==> config.mk <==
export PLATFORM = sky130hd
export DESIGN_NAME = v9_peak_sequencer
export DESIGN_NICKNAME = d
export VERILOG_FILES = /design/src/rtl/v9_peak_sequencer.sv
export SDC_FILE = /design/constraint.sdc
export NUM_CORES = 1
export LEC_CHECK = 0
export CORE_UTILIZATION = 30
export CTS_BUF_LIST = sky130_fd_sc_hd__clkbuf_4 sky130_fd_sc_hd__clkbuf_8 sky130_fd_sc_hd__clkbuf_16
export DETAILED_ROUTE_END_ITERATION = 8
export REMOVE_ABC_BUFFERS = 1
export SYNTH_ARGS = -nofsm -noshare
export SYNTH_HDL_FRONTEND = slang
export SYNTH_SLANG_ARGS = --single-unit
==> constraint.sdc <==
create_clock -name clk -period 2.1 [get_ports clk]
set_input_delay 0.42 -clock clk [delete_from_list [all_inputs] [get_ports clk]]
set_output_delay 0.42 -clock clk [all_outputs]
set_load 0.02 [all_outputs]
==> src/rtl/v9_peak_sequencer.sv <==
// Peak sequencer: arms on a threshold crossing of the filter output, captures the
// window maximum and its timestamp, hands the record off, then enforces dead time.
module v9_peak_sequencer #(
  parameter int unsigned SIZE_ADC_DATA = 12,
  parameter int unsigned SETTLE_CYCLES = 64,
  parameter int unsigned GATE_LEN      = 32,
  parameter int unsigned DEAD_LEN      = 16,
  parameter int unsigned TS_WIDTH      = 32
) (
  input  logic                     clk,
  input  logic                     reset,
  input  logic                     enable,
  input  logic [SIZE_ADC_DATA-1:0] threshold,
  input  logic [SIZE_ADC_DATA-1:0] filt_data,
  output logic                     event_valid,
  input  logic                     event_ready,
  output logic [SIZE_ADC_DATA-1:0] event_peak,
  output logic [TS_WIDTH-1:0]      event_time,
  output logic                     event_pileup,
  output logic [7:0]               drop_cnt,
  output logic                     busy
);

  localparam int unsigned SET_W  = (SETTLE_CYCLES > 1) ? $clog2(SETTLE_CYCLES) : 1;
  localparam int unsigned WIN_W  = $clog2(GATE_LEN + 1);
  localparam int unsigned DEAD_W = $clog2(DEAD_LEN + 1);

  typedef enum logic [2:0] {
    ST_SETTLE,
    ST_IDLE,
    ST_ACQ,
    ST_OUT,
    ST_DEAD
  } state_t;

  state_t                   state, state_nxt;
  logic [SET_W-1:0]         settle_cnt, settle_cnt_nxt;
  logic [WIN_W-1:0]         win_cnt, win_cnt_nxt;
  logic [DEAD_W-1:0]        dead_cnt, dead_cnt_nxt;
  logic [TS_WIDTH-1:0]      ts;
  logic [SIZE_ADC_DATA-1:0] prev;
  logic [SIZE_ADC_DATA-1:0] peak, peak_nxt;
  logic [TS_WIDTH-1:0]      peak_time, peak_time_nxt;
  logic                     en_lost, en_lost_nxt;
  logic                     valid_nxt;
  logic [SIZE_ADC_DATA-1:0] ev_peak_nxt;
  logic [TS_WIDTH-1:0]      ev_time_nxt;
  logic                     pileup_nxt;
  logic [7:0]               drop_nxt;
  logic                     busy_nxt;
  logic                     crossing_c;
  logic                     new_max_c;

  assign crossing_c = (filt_data > threshold) && (prev <= threshold);
  assign new_max_c  = filt_data > peak;

  // State register
  always_ff @(posedge clk or negedge reset) begin
    if (!reset) state <= ST_SETTLE;
    else        state <= state_nxt;
  end

  // Next-state and next-value logic
  always_comb begin
    state_nxt      = state;
    settle_cnt_nxt = settle_cnt;
    win_cnt_nxt    = win_cnt;
    dead_cnt_nxt   = dead_cnt;
    peak_nxt       = peak;
    peak_time_nxt  = peak_time;
    en_lost_nxt    = en_lost;
    valid_nxt      = event_valid;
    ev_peak_nxt    = event_peak;
    ev_time_nxt    = event_time;
    pileup_nxt     = event_pileup;
    drop_nxt       = drop_cnt;

    if (crossing_c && (state == ST_ACQ || state == ST_OUT || state == ST_DEAD) &&
        drop_cnt != 8'hFF)
      drop_nxt = drop_cnt + 8'd1;

    case (state)
      ST_SETTLE: begin
        if (!enable) begin
          settle_cnt_nxt = '0;
        end else if (settle_cnt == SET_W'(SETTLE_CYCLES - 1)) begin
          state_nxt      = ST_IDLE;
          settle_cnt_nxt = '0;
        end else begin
          settle_cnt_nxt = settle_cnt + SET_W'(1);
        end
      end
      ST_IDLE: begin
        if (!enable) begin
          state_nxt      = ST_SETTLE;
          settle_cnt_nxt = '0;
        end else if (crossing_c) begin
          state_nxt     = ST_ACQ;
          peak_nxt      = filt_data;
          peak_time_nxt = ts;
          win_cnt_nxt   = WIN_W'(1);
        end
      end
      ST_ACQ: begin
        if (!enable) begin
          state_nxt      = ST_SETTLE;
          settle_cnt_nxt = '0;
        end else begin
          if (new_max_c) begin
            peak_nxt      = filt_data;
            peak_time_nxt = ts;
          end
          if (win_cnt == WIN_W'(GATE_LEN - 1)) begin
            // Last window sample: publish the record including this sample
            state_nxt   = ST_OUT;
            valid_nxt   = 1'b1;
            ev_peak_nxt = new_max_c ? filt_data : peak;
            ev_time_nxt = new_max_c ? ts : peak_time;
            pileup_nxt  = filt_data > threshold;
            en_lost_nxt = 1'b0;
          end else begin
            win_cnt_nxt = win_cnt + WIN_W'(1);
          end
        end
      end
      ST_OUT: begin
        // Losing enable here is remembered so the handoff still completes
        if (!enable) en_lost_nxt = 1'b1;
        if (event_ready) begin
          valid_nxt = 1'b0;
          if (!enable || en_lost) begin
            state_nxt      = ST_SETTLE;
            settle_cnt_nxt = '0;
          end else begin
            state_nxt    = ST_DEAD;
            dead_cnt_nxt = '0;
          end
        end
      end
      ST_DEAD: begin
        if (!enable) begin
          state_nxt      = ST_SETTLE;
          settle_cnt_nxt = '0;
        end else if (dead_cnt != DEAD_W'(DEAD_LEN)) begin
          dead_cnt_nxt = dead_cnt + DEAD_W'(1);
        end else if (filt_data <= threshold) begin
          state_nxt = ST_IDLE;
        end
      end
      default: begin
        state_nxt      = ST_SETTLE;
        settle_cnt_nxt = '0;
      end
    endcase

    busy_nxt = (state_nxt != ST_IDLE);
  end

  // Datapath and output registers
  always_ff @(posedge clk or negedge reset) begin
    if (!reset) begin
      settle_cnt   <= '0;
      win_cnt      <= '0;
      dead_cnt     <= '0;
      ts           <= '0;
      prev         <= '0;
      peak         <= '0;
      peak_time    <= '0;
      en_lost      <= 1'b0;
      event_valid  <= 1'b0;
      event_peak   <= '0;
      event_time   <= '0;
      event_pileup <= 1'b0;
      drop_cnt     <= '0;
      busy         <= 1'b1;
    end else begin
      settle_cnt   <= settle_cnt_nxt;
      win_cnt      <= win_cnt_nxt;
      dead_cnt     <= dead_cnt_nxt;
      ts           <= ts + TS_WIDTH'(1);
      prev         <= filt_data;
      peak         <= peak_nxt;
      peak_time    <= peak_time_nxt;
      en_lost      <= en_lost_nxt;
      event_valid  <= valid_nxt;
      event_peak   <= ev_peak_nxt;
      event_time   <= ev_time_nxt;
      event_pileup <= pileup_nxt;
      drop_cnt     <= drop_nxt;
      busy         <= busy_nxt;
    end
  end

endmodule
==> results.txt <==
Register bit count reported by yosys: 164
Prevailing post-synth register cell: dfrtp_1
Commonest non-fill, non-tap cell in the layout: dfrtp_1
Worst setup path category: reg2reg
Area grow syn2layout: 41.9%
Ports: 83
Nets@finish: 1166
PortBufs: 82
Yosys warnings: 0
Layout cells sized above 1: 0.240
Fmax: 435 MHz
H-tree Lvls: 4
Most frequent cells in the layout: 163 x dfrtp_1, 121 x nand2_1, 90 x o211ai_1
Netlist cell types: 56
Run status: complete, but fails checks
Critical path arrival: 2.60 ns
Num Clock Sinks: 164
Global-route wire length before repair: 40900 um
Setup TNS: -11.83 ns
Register Area: 4110 um2
Ranking of synthesized cells by area: dfrtp_1 47%, o211ai_1 7.8%, ha_1 6.1%
Pins Over Slew Limit: 0
Via density: 5.17
Die height: 172 um
Max clock buf depth: 2
Slew margin rel.: 0.477
Post-place setup slack: -0.751 ns
RSZ-0062 raised after global routing: yes
CP max-delay cell: o31a_4
Register area share after synthesis: 0.473
Crit. End Element: flop
Inserted Clock Buffers: 17
Gr busiest metal: met2
CTS tree: yes
Total power draw: 8.36 mW
Post-Route WL: 25700 um
Final hold violation count: 0
# diodes: 0
CP Max Fanout: 8
# setup viols final: 92
Critical Path RT: 2.40 ns
Clock Tree Root: clkbuf_16
Initial antenna violation count: 0
Slowest cell delay on critical path: 0.47 ns
Async SR Flop Fraction: 1.00
Grt ovf: 0
DR WL/cell: 17.3 um
Top-area cell type share of the netlist area: 0.470
1st-pass router iterations: 5
Vias in the first global route: 7714
Maxcap violations: 0
Num rows: 61
Initial core utilization: 0.308
Iter 0 DRT Violations: 515
M3 GR Usage: 0.0357
Clock Latency Late Sink: 0.43 ns
Final min period: 2.30 ns
Gpl congestion: 0.834
Violated checks: negative setup slack
Largest net degree at the start of global routing: 47
EDFF count, synth: 0
PD cells: 678 nW/um2
Period utilization: 1.09
Min-delay worst type: in2reg
# fillers: 2620
Gate count of the mapped netlist: 929
Mean post-synth cell area: 9.35 um2
Worst-margin pin slew: 0.784 ns
Fin worst setup slack: -0.196 ns
Via count: 7685
M2 GR Usage: 0.292
CP Launch Type: flop
Dpl cells: 1425
Clock transition at path regs: 0.06 ns
Skew final: 0.00675 ns
Die X: 172 um
Multi-input combinational cell area: 4740 um2
Drt drc: 0
Leak: 5.12 nW
Final HPWL DP: 15400 um
GRT Util Overall: 0.178
Area of the die: 29600 um2
Worst IR Drop VDD: 0.589 mV
Core Area: 28200 um2
CP cell instances: inv_2, ha_4, nor2b_1, o211ai_1, a211oi_4, o31a_4, buf_12, o21ai_0, o211ai_1
Mapped cell area: 8690 um2
Antenna-violating nets left: 0
Crit path top cell by count: o211ai_1
GR Util met1: 0.235
Area leader, netlist: dfrtp_1
Post-route insts no fill: 1487
==> Yosys cell counts, types with 23 or more instances <==
cell type,n
o211ai_1,90
nand3_1,72
nor2_1,73
a21oi_1,23
dfrtp_1,163
nand2_1,125
ha_1,42
xnor2_1,23
clkbuf_1,34
a31oi_1,44
o21ai_0,62
inv_1,35
==> registers in the layout, summed over array words and instances, names as in the netlist, 3 cells and up <==
name / count
ts: 32
settle_cnt: 6
win_cnt: 6
event_peak: 12
drop_cnt: 8
peak: 12
dead_cnt: 5
peak_time: 32
prev: 12
event_time: 32
state: 3
==> routing by layer <==
metal / wire [um] / part of all wire
met1: 11800 / 0.46
met2: 12100 / 0.47
met3: 1360 / 0.053
met4: 339 / 0.013
met5: 0 / 0
==> cell type report <==
cell class | instances | area share
clock buffers | 23 | 0.0402
clock inverters | 9 | 0.00629
inverters | 35 | 0.0107
multi-input cells | 668 | 0.385
flip-flops and latches | 164 | 0.333
well taps | 378 | 0.0384
repair buffers | 210 | 0.187
==> what timing repair did <==
action / CTS / global route
hold buffers: 1 / 0
buffers inserted: 15 / 4
setup endpoints to repair: 107 / 103
cloned: 10 / 2
gates resized for setup: 160 / 45
pin swaps: 52 / 42
hold endpoints to repair: 37 / 0
==> report_power, final <==
part / internal, mW / switching, mW
logic: 0.948 / 1.02
registers: 3.25 / 0.0809
clock network: 1.77 / 1.29
==> critical path: cells and delay by family, from the launching register on <==
| kind | cells | cell delay, ns |
|---|---|---|
| flops | 1 | 0.40 |
| fa+ha+maj | 1 | 0.19 |
| compound gates | 5 | 1.18 |
| simple gates | 1 | 0.13 |
| buf+inv | 2 | 0.26 |
==> logic make-up after synthesis <==
logic type / Yosys count / share of synthesized area
compound gates: 243 / 0.183
xor+xnor: 42 / 0.0424
fa+ha+maj: 42 / 0.0605
buf+inv: 97 / 0.0523
flops: 164 / 0.473
mux: 3 / 0.00360
simple gates: 338 / 0.186
==> metrics by stage <==
step	area (um2)	util	hold slack, ns
after global placement	10600	0.377	0.399
after floorplan	8360	-	0.124
after detailed placement	10600	0.377	0.401
final	12300	0.438	0.326
after global routing	12300	0.438	0.323
after CTS	12200	0.432	0.395
==> path summary, 6_finish.rpt <==
check / endpoint / slack, ns / depth (start not counted) / start
setup reg to reg: peak_time[22] / -0.20 / 9 / peak[1]
min in group asynchronous: event_time[1] / 0.50 / 2 / reset
setup / recovery: peak_time[22] / -0.20 / 9 / peak[1]
hold / removal: prev[11] / 0.33 / 2 / filt_data[11]
max in group asynchronous: peak_time[2] / 0.99 / 3 / reset
hold reg to reg: settle_cnt[2] / 0.50 / 1 / settle_cnt[2]
Note: power is estimated with default switching activity, not from simulation.
